<file path="src/rtl/div_n36_pkg.sv">
// div_n36_pkg: shared constants and state type for the divide-by-minus-36 unit
package div_n36_pkg;
  localparam int DIVISOR = 36;
  localparam int DIN_W   = 24;
  localparam int Q_W     = 16;
  localparam int REM_W   = 7;
  localparam int CNT_W   = 5;
  typedef enum logic [1:0] {IDLE, CALC, DONE} state_e;
endpackage

</file>
<file path="src/rtl/div36_step.sv">
// div36_step: one restoring-division step by 36 on a 6-bit partial remainder
module div36_step
  import div_n36_pkg::*;
(
  input  logic [5:0] rem_i,
  input  logic       bit_i,
  output logic [5:0] rem_o,
  output logic       q_o
);
  logic [REM_W-1:0] r;
  logic [REM_W-1:0] r_sub;
  // shift in the next dividend bit and subtract 36 when it fits
  always_comb begin
    r     = {rem_i, bit_i};
    r_sub = r - REM_W'(DIVISOR);
    q_o   = r >= REM_W'(DIVISOR);
    rem_o = q_o ? r_sub[5:0] : r[5:0];
  end
endmodule

</file>
<file path="src/rtl/div_n36.sv">
// div_n36: sequential divide-by-(-36), restoring division on the dividend magnitude
module div_n36
  import div_n36_pkg::*;
(
  input  logic             clk,
  input  logic             rst_n,
  input  logic             in_valid,
  output logic             in_ready,
  input  logic [DIN_W-1:0] data_in,
  output logic             out_valid,
  input  logic             out_ready,
  output logic [Q_W-1:0]   quotient,
  output logic [REM_W-1:0] remainder,
  output logic             exact,
  output logic             range_err
);
  state_e           state_q;
  logic             neg_q;
  logic [DIN_W-1:0] mag_q;
  logic [5:0]       rem_q;
  logic [5:0]       rem_d;
  logic [DIN_W-1:0] qacc_q;
  logic [DIN_W-1:0] qacc_d;
  logic [CNT_W-1:0] cnt_q;
  logic             qbit;

  div36_step u_step (
    .rem_i (rem_q),
    .bit_i (mag_q[cnt_q]),
    .rem_o (rem_d),
    .q_o   (qbit)
  );

  // quotient bits arrive MSB first, so shifting in from the bottom lands each at qacc[cnt]
  always_comb begin
    qacc_d   = {qacc_q[DIN_W-2:0], qbit};
    in_ready = state_q == IDLE;
  end

  // FSM with capture, iteration and registered result outputs
  always_ff @(posedge clk or negedge rst_n) begin
    if (!rst_n) begin
      state_q   <= IDLE;
      neg_q     <= 1'b0;
      mag_q     <= '0;
      rem_q     <= '0;
      qacc_q    <= '0;
      cnt_q     <= '0;
      out_valid <= 1'b0;
      quotient  <= '0;
      remainder <= '0;
      exact     <= 1'b0;
      range_err <= 1'b0;
    end else begin
      case (state_q)
        IDLE: if (in_valid) begin
          neg_q   <= data_in[DIN_W-1];
          mag_q   <= data_in[DIN_W-1] ? -data_in : data_in;
          rem_q   <= '0;
          qacc_q  <= '0;
          cnt_q   <= CNT_W'(DIN_W - 1);
          state_q <= CALC;
        end
        CALC: begin
          rem_q  <= rem_d;
          qacc_q <= qacc_d;
          cnt_q  <= cnt_q - CNT_W'(1);
          if (cnt_q == '0) begin
            state_q   <= DONE;
            out_valid <= 1'b1;
            quotient  <= qacc_d[Q_W-1:0];
            remainder <= neg_q ? -{1'b0, rem_d} : {1'b0, rem_d};
            exact     <= rem_d == '0;
            range_err <= (|qacc_d[DIN_W-1:Q_W]) | (!neg_q & (qacc_d != '0));
          end
        end
        DONE: if (out_ready) begin
          out_valid <= 1'b0;
          state_q   <= IDLE;
        end
        default: state_q <= IDLE;
      endcase
    end
  end
endmodule

</file>
<file path="config.mk">
export PLATFORM = sky130hd
export DESIGN_NAME = div_n36
export DESIGN_NICKNAME = d
export VERILOG_FILES = /design/src/rtl/div_n36_pkg.sv /design/src/rtl/div36_step.sv /design/src/rtl/div_n36.sv
export SDC_FILE = /design/constraint.sdc
export NUM_CORES = 1
export LEC_CHECK = 0
export ABC_CLOCK_PERIOD_IN_PS = 6880
export CORE_ASPECT_RATIO = 1.1
export CORE_UTILIZATION = 60
export CTS_CLUSTER_DIAMETER = 150
export DETAILED_ROUTE_END_ITERATION = 7
export GPL_TIMING_DRIVEN = 1
export PLACE_DENSITY = 0.83
export SLEW_MARGIN = 20
export SYNTH_ARGS = -nofsm -noshare
export SYNTH_HDL_FRONTEND = slang
export SYNTH_SLANG_ARGS = --single-unit
</file>
<file path="constraint.sdc">
create_clock -name clk -period 6.88 [get_ports clk]
set_clock_uncertainty 0.15 [all_clocks]
set_input_delay 1.376 -clock clk [delete_from_list [all_inputs] [get_ports clk]]
set_output_delay 1.376 -clock clk [all_outputs]
set_load 0.005 [all_outputs]
</file>
==> results of run 1 <==
[state kept, by name (all words and copies together), names as in the netlist]
name and count:
exact 1, quotient 16, rem_q 6, qacc_q 23, neg_q 1, mag_q 24, state_q 2, remainder 7
cnt_q 5, out_valid 1, range_err 1
[synth_stat cells, types with 2 or more instances]
cell type | n | area (sq um)
nand2_1 | 131 | 492
dfrtp_1 | 87 | 2180
o21ai_0 | 48 | 240
o21ai_1 | 28 | 140
clkbuf_1 | 24 | 90.1
xor2_1 | 22 | 193
nor2_1 | 13 | 48.8
nand3_1 | 12 | 60.1
inv_1 | 9 | 33.8
o31ai_1 | 8 | 60.1
a21oi_1 | 7 | 35.0
ha_1 | 6 | 75.1
mux2_2 | 6 | 67.6
mux2i_1 | 6 | 60.1
nor3_1 | 6 | 30.0
nor4_1 | 6 | 37.5
mux4_2 | 4 | 90.1
nand4_1 | 4 | 25.0
o41ai_1 | 4 | 35.0
or3_1 | 4 | 25.0
or4_1 | 4 | 30.0
buf_2 | 3 | 15.0
nand2b_1 | 3 | 18.8
nor2b_1 | 3 | 18.8
a31oi_1 | 2 | 12.5
and2_1 | 2 | 12.5
buf_1 | 2 | 7.51
nand3b_1 | 2 | 15.0
nor3b_1 | 2 | 15.0
nor4b_1 | 2 | 17.5
o31a_1 | 2 | 17.5
xnor2_1 | 2 | 17.5
[where the power goes]
part / leakage (nW) / internal [mW] / switching [mW]
combinational: 1.07 / 0.386 / 0.421
clock: 0.0989 / 0.179 / 0.188
sequential: 1.12 / 0.716 / 0.201
[cell type report]
type / count / area, sq um / share of cell area
multi-input combinational: 358 / 2060 / 0.399
timing repair buffer: 58 / 572 / 0.111
tap: 85 / 106 / 0.0206
sequential: 87 / 2180 / 0.423
inverter: 9 / 33.8 / 0.00656
clock buffer: 10 / 138 / 0.0267
clock inverter: 6 / 67.6 / 0.0131
[cells by family after synthesis]
family                     count (synthesis)
AOI/OAI and AO/OA                        109
DFF                                       87
adders and majority gates                  6
and+or+nand+nor                          203
buffers and inverters                     39
xor gates and xnor gates                  24
muxes                                     16
[final timing paths]
path,from,endpoint,cells after the start
worst min register to register,quotient[12]$_DFFE_PN0P_,quotient[12]$_DFFE_PN0P_,2
min in group asynchronous,rst_n,quotient[10]$_DFFE_PN0P_,1
worst max-delay path,cnt_q[2]$_DFFE_PN0P_,remainder[3]$_DFFE_PN0P_,12
worst max register to register,cnt_q[2]$_DFFE_PN0P_,remainder[3]$_DFFE_PN0P_,12
worst min-delay path,quotient[12]$_DFFE_PN0P_,quotient[12]$_DFFE_PN0P_,2
max in group asynchronous,rst_n,cnt_q[1]$_DFFE_PN0P_,1
[worst min-delay path, delay by kind of cell, from the launching register on]
family | cells | cell delay [ns]
DFF | 1 | 0.35
and+or+nand+nor | 2 | 0.10
[through the flow]
| step | hold slack [ns] | area, sq um | total power [mW] | utilization |
|---|---|---|---|---|
| 2_1_floorplan | 0.288 | 4390 | 1.44 | - |
| 3_3_place_gp | 0.307 | 4940 | 1.68 | 0.701 |
| 3_5_place_dp | 0.311 | 4940 | 1.73 | 0.701 |
| 4_1_cts | 0.332 | 5150 | 2.10 | 0.730 |
| 5_1_grt | 0.363 | 5150 | 2.26 | 0.731 |
| 6_report | 0.328 | 5150 | 2.09 | 0.731 |
[routing by layer]
metal  vias up  track usage  share of wire
met1      1690        0.322           0.41
met2       111        0.450           0.51
met4         0        0.119          0.028
met5         -            0              0
li1       1749            -              -
met3        23       0.0513          0.051
==> metrics.yaml, run 1 <==
post_cts_buffers: 0
required_ns: 7.03
yosysWarnings: 0
ys_types: 52
ant_nets: 0
synth_nets: 518
fin_crit_sh: 0.525
cts_tree: "yes"
min_path_type: "reg2reg"
slew_violations: 0
start_util: 0.623
drt_wl_total_microns: 8990
cpMaxStageDelayCell: "dfrtp_1"
cp-start-kind: "register"
synth_simple_gate_area_share: 0.212
tightest_slew_ns: 0.944
first_pass_iters: 4
grt_max_degree: 88
vdd_drop_max_uv: 262
postSynthCellCount: 484
die_x_microns: 83.6
ys_async_sr_fraction: 1.00
ys_seq_elements: 87
rrSetupSlack_ns: 3.27
crit_buf_inv: 0
grt_pass1_wl_microns: 16000
rows: 32
cts_hold_buf: 0
synth_seq_area_share: 0.496
setup_slack_ns: 3.27
gp_congestion: 0.884
path_clk_slew_ns: 0.09
status: "finished clean"
arrival_ns: 3.76
syn_to_final_growth_pct: 17.3
layout_min_cycle_time_ns: 3.61
htreeDepth: 3
synth_top_family_by_area: "simple AND/OR/NAND/NOR gates"
drcViolationCount: 0
fin_setup_tns_ns: 0
slew_headroom: 0.371
diodes: 0
setup_viol: 0
leakagePower_nw: 2.28
vias: 3573
layout_commonest_cell: "nand2_1"
die_h_microns: 91.7
syn_avg_cell_area_sq_um: 9.07
worstPathMaxFanout: 13
end_kind: "register"
hold_viol_final: 0
cpPeakStageDelay_ns: 0.67
die_area_sq_um: 7670
nFillCells: 538
io_pins: 55
antenna_found_initial: 0
dp.cells: 597
ys.flop_type: "dfrtp_1"
synthAdderAreaFrac: 0.0171
clock_latency_ns: 0.37
instances_no_fill: 613
path_cells: "mux2i_1 > a311oi_1 > nand3_1 > nand2_1 > nor2_1 > ha_1 > and4b_1 > nor3_1 > mux2_2 > nor3_1 > nor2_1 > nand4_1"
pre_cts_slack_ns: 3.04
routedWlPerCell_microns: 14.7
grt-ovfl-total: 0
synthMuxAreaShare: 0.0496
layout-drive-gt1-share: 0.0663
numClockSinks: 87
syn_area_sq_um: 4390
cts_root_buf: "clkbuf_8"
vias_per_cell: 5.83
hpwl_microns: 6410
synth_compound_area_frac: 0.142
cts_inserted_buffers: 9
layout_common_cells: "nand2_1, dfrtp_1, clkdlybuf4s50_1, o21ai_0, o21ai_1"
rsz0062_at_grt: "false"
grt_pass1_vias: 3495
cts_buffer_depth: 2
path_class: "reg2reg"
drt_iter0_markers: 258
cp_top_family: "simple AND/OR/NAND/NOR gates"
p_per_area_nw_per_um2: 406
synth-edff-count: 0
synth_xor_area_frac: 0.0479
grt.total_usage: 0.262
timing.fmax_ghz: 0.277
cts_resized: 0
io_buffers: 54
fin_nets: 557
coreArea_sq_um: 7050
cap_violations: 0
(Power assumes the default switching activity.)
==> run 2, diff against run 1 <==
ABC_CLOCK_PERIOD_IN_PS = 3450   (was 6880)
CORE_UTILIZATION = 56   (was 60)
PLACE_DENSITY = 0.78   (was 0.83)
clock period = 3.45 ns   (was 6.88 ns; I/O delays follow)
==> metrics.yaml, run 2 (same netlist as run 1, synthesis figures left out) <==
status: "finished clean"
rsz0062_at_grt: "false"
p_per_area_nw_per_um2: 805
pre_cts_slack_ns: 0.231
required_ns: 3.60
leakagePower_nw: 2.30
coreArea_sq_um: 7510
dp.cells: 621
cap_violations: 0
grtUsageMet3: 0.0271
setup_slack_ns: 0.291
layout-drive-gt1-share: 0.0734
grt-ovfl-total: 0
arrival_ns: 3.30
largest_register: "mag_q"
grt_pass1_wl_microns: 15700
path_class: "reg2reg"
io_buffers: 54
dpl_cell_area_sq_um: 5000
nFillCells: 609
layout_commonest_cell: "nand2_1"
vdd_drop_max_uv: 286
path_depth: 13
cts_tree: "yes"
diodes: 0
numClockSinks: 87
grtUsageMet2: 0.427
layout_common_cells: "nand2_1, dfrtp_1, clkdlybuf4s50_1, o21ai_0, o21ai_1"
layout_min_cycle_time_ns: 3.16
fin_crit_sh: 0.916
cpPeakStageDelay_ns: 0.54
drt_wl_total_microns: 9420
vias: 3569
clock_latency_ns: 0.37
antenna_found_initial: 0
reg.largest.list: "mag_q x24, qacc_q x23, quotient x16"
timing.fmax_ghz: 0.317
drcViolationCount: 0
worstPathMaxFanout: 11
routedWlPerCell_microns: 14.8
slew_violations: 0
vias_per_cell: 5.61
crit_buf_inv: 1
post-route-util: 0.691
cp-start-kind: "register"
start_util: 0.584
end_kind: "register"
drt_iter0_markers: 197
htreeDepth: 3
syn_to_final_growth_pct: 18.3
grt.total_usage: 0.248
multi_input_area_sq_um: 2060
cts_buffer_depth: 2
cp_top_family: "simple AND/OR/NAND/NOR gates"
io_pins: 55
first_pass_iters: 4
worst_hold_slack_ns: 0.216
cts_inserted_buffers: 9
grt_use_met1: 0.316
grt_pass1_vias: 3333
cpMaxStageDelayCell: "dfrtp_1"
ff_latch_area_sq_um: 2180
r2r_cells: 13
die_h_microns: 94.9
p_total_mw: 4.18
grt-busiest-layer: "met2"
setup_viol: 0
path_clk_slew_ns: 0.10
grt_max_degree: 88
fin_area_sq_um: 5190
hold_viol_final: 0
slew_headroom: 0.489
fin_nets: 561
hpwl_microns: 6720
tightest_slew_ns: 0.767
die_area_sq_um: 8200
gp_congestion: 0.896
instances_no_fill: 636
fin_setup_tns_ns: 0
largest_register_ff_count: 24
rows: 33
cts_root_buf: "clkbuf_8"
path_cells: "mux4_2 > or2_0 > nand3_1 > nand2_1 > nor2_1 > ha_1 > and4b_1 > nor3_1 > buf_4 > mux2_2 > nor3_1 > nor2_1 > nand4_1"
ant_nets: 0
min_path_type: "in2async"
die_x_microns: 86.4
run 2: repair_timing:
action / in CTS / in global routing
endpoints found under the setup margin: 0 / 1
hold buffers: 0 / 0
resized for setup: 0 / 1
buffers inserted: 0 / 0
run 2: where the power goes:
group	total, mW	internal, mW	leakage [nW]	switching (mW)
sequential	1.83	1.43	1.12	0.402
combinational	1.64	0.783	1.09	0.856
clock	0.712	0.337	0.0965	0.375
total	4.18	2.55	2.30	1.63
run 2: cell type report:
class                   count  share of cell area
multi-input cells         358               0.396
well taps                 105              0.0253
flip-flops and latches     87               0.419
clock buffers               9              0.0238
inverters                   9             0.00650
clock inverters             6              0.0132
repair buffers             62               0.116
run 2: path summary, 6_finish.rpt:
kind,start,end,slack [ns]
max,cnt_q[3]$_DFFE_PN0P_,remainder[3]$_DFFE_PN0P_,0.29
min,rst_n,quotient[10]$_DFFE_PN0P_,0.22
max reg2reg,cnt_q[3]$_DFFE_PN0P_,remainder[3]$_DFFE_PN0P_,0.29
min reg2reg,quotient[14]$_DFFE_PN0P_,quotient[14]$_DFFE_PN0P_,0.33
max in group asynchronous,rst_n,cnt_q[0]$_DFFE_PN0P_,2.36
min in group clk,quotient[14]$_DFFE_PN0P_,quotient[14]$_DFFE_PN0P_,0.33
run 2: layer usage:
metal / vias to the layer above / share of wire
li1: 1757 / -
met1: 1715 / 0.44
met2: 82 / 0.51
met3: 15 / 0.030
met4: 0 / 0.021
met5: - / 0
==> run 3, diff against run 2 <==
REMOVE_ABC_BUFFERS = 1   (was unset)
==> metrics.yaml, run 3 (same netlist as run 1, synthesis figures left out) <==
fin_nets: 559
cts_buffer_depth: 2
end_kind: "register"
layout_common_cells: "nand2_1, dfrtp_1, clkdlybuf4s50_1, o21ai_0, o21ai_1"
vias: 3519
routedWlPerCell_microns: 13.8
gp_congestion: 0.901
arrival_ns: 3.25
layout_commonest_cell: "nand2_1"
cts_inserted_buffers: 9
largest_register: "mag_q"
ant_nets: 0
instances_no_fill: 635
pre_cts_slack_ns: 0.221
io_pins: 55
min_path_type: "in2async"
r2r-end: "remainder[4]$_DFFE_PN0P_"
path_class: "reg2reg"
numClockSinks: 87
coreArea_sq_um: 7510
layout-drive-gt1-share: 0.0717
cts_tree: "yes"
drt_wl_total_microns: 8740
layout_min_cycle_time_ns: 3.17
leakagePower_nw: 2.29
htreeDepth: 3
status: "finished clean"
die_x_microns: 86.4
rrSetupSlack_ns: 0.28
slew_headroom: 0.489
setup_slack_ns: 0.282
clock_latency_ns: 0.35
drcViolationCount: 0
fin_crit_sh: 0.918
required_ns: 3.53
largest_register_ff_count: 24
grt_pass1_vias: 3264
p_switching_mw: 1.59
rows: 33
drt_iter0_markers: 222
start_util: 0.584
diodes: 0
slew_violations: 0
worstPathMaxFanout: 11
antenna_found_initial: 0
crit_path_end: "remainder[4]$_DFFE_PN0P_"
cp-startpoint: "cnt_q[0]$_DFFE_PN0P_"
nFillCells: 628
cap_violations: 0
grt_max_degree: 88
p_clk_frac: 0.175
r2r_cells: 12
seqPwrFrac: 0.440
worst_hold_slack_ns: 0.209
die_area_sq_um: 8200
r2r_start: "cnt_q[0]$_DFFE_PN0P_"
tightest_slew_ns: 0.766
vias_per_cell: 5.54
p_per_area_nw_per_um2: 796
post_cts_buffers: 0
vdd_drop_max_uv: 287
cp-start-kind: "register"
rsz0062_at_grt: "false"
grt_pass1_wl_microns: 14800
path_clk_slew_ns: 0.09
die_h_microns: 94.9
syn_to_final_growth_pct: 18.3
timing.fmax_ghz: 0.316
switching_share: 0.385
fin_setup_tns_ns: 0
hpwl_microns: 6130
grt-ovfl-total: 0
setup_viol: 0
p_int_mw: 2.54
reg.largest.list: "mag_q x24, qacc_q x23, quotient x16"
first_pass_iters: 4
grt.total_usage: 0.232
p_total_mw: 4.13
hold_viol_final: 0
cts_root_buf: "clkbuf_8"
dp.cells: 619
io_buffers: 54
p_comb_frac: 0.385
==> run 3: cell count changes in the layout (fill, tap and decap cells not counted), sizes merged <==
cell / delta
clkinvlp: +2
clkinv: -1
buf: -2
==> run 3: layer usage <==
metal,GRT usage,vias up,routed length [microns],part of all wire
li1,-,1762,-,-
met1,0.287,1648,3830,0.44
met2,0.409,93,4410,0.50
met3,0.0446,16,342,0.039
met4,0.0764,0,159,0.018
met5,0,-,0,0
==> run 3: area by class of cell <==
type | count | area (sq um) | share of cell area
sequential | 87 | 2180 | 0.419
multi-input combinational | 358 | 2060 | 0.397
timing repair buffer | 60 | 587 | 0.113
tap | 105 | 131 | 0.0253
clock buffer | 9 | 124 | 0.0238
clock inverter | 7 | 78.8 | 0.0152
inverter | 9 | 33.8 | 0.00650
==> run 3: critical path, cell delays in order (launching register included) <==
cell	delay [ns]
dfrtp_1	0.60
mux4_2	0.55
nand2b_1	0.15
o311ai_1	0.11
nand2_1	0.10
nor2_1	0.21
ha_1	0.24
and4b_1	0.28
or2_1	0.16
o21ai_0	0.10
o21ai_1	0.18
xor2_1	0.16
o21ai_1	0.07
==> run 3: per-stage QoR <==
step           instance area [sq um]   util
5_1_grt                         5190  0.691
3_3_place_gp                    4980  0.663
3_5_place_dp                    4980  0.663
2_1_floorplan                   4270      -
4_1_cts                         5180  0.690
6_report                        5190  0.691
==> run 3: what timing repair did <==
item                                    CTS  global route
gates resized for setup                   0             1
hold buffers                              0             0
endpoints found under the setup margin    0             1
==> run 3: power by group through the flow <==
stage               registers (mW)  clock network (mW)  logic (mW)
finish                        1.82               0.724        1.59
global route                  1.88               0.778        1.80
detailed placement            1.84                   0        1.59
global placement              1.83                   0        1.54
CTS                           1.82               0.736        1.60
floorplan                     1.74                   0        1.06
==> run 3: worst min path at each step <==
stage,end,slack [ns],cells after the start
floorplan,cnt_q[0]$_DFFE_PN0P_,0.24,0
global placement,quotient[2]$_DFFE_PN0P_,0.31,2
detailed placement,quotient[3]$_DFFE_PN0P_,0.31,2
CTS,quotient[11]$_DFFE_PN0P_,0.33,2
global route,quotient[3]$_DFFE_PN0P_,0.26,1
finish,quotient[3]$_DFFE_PN0P_,0.21,1
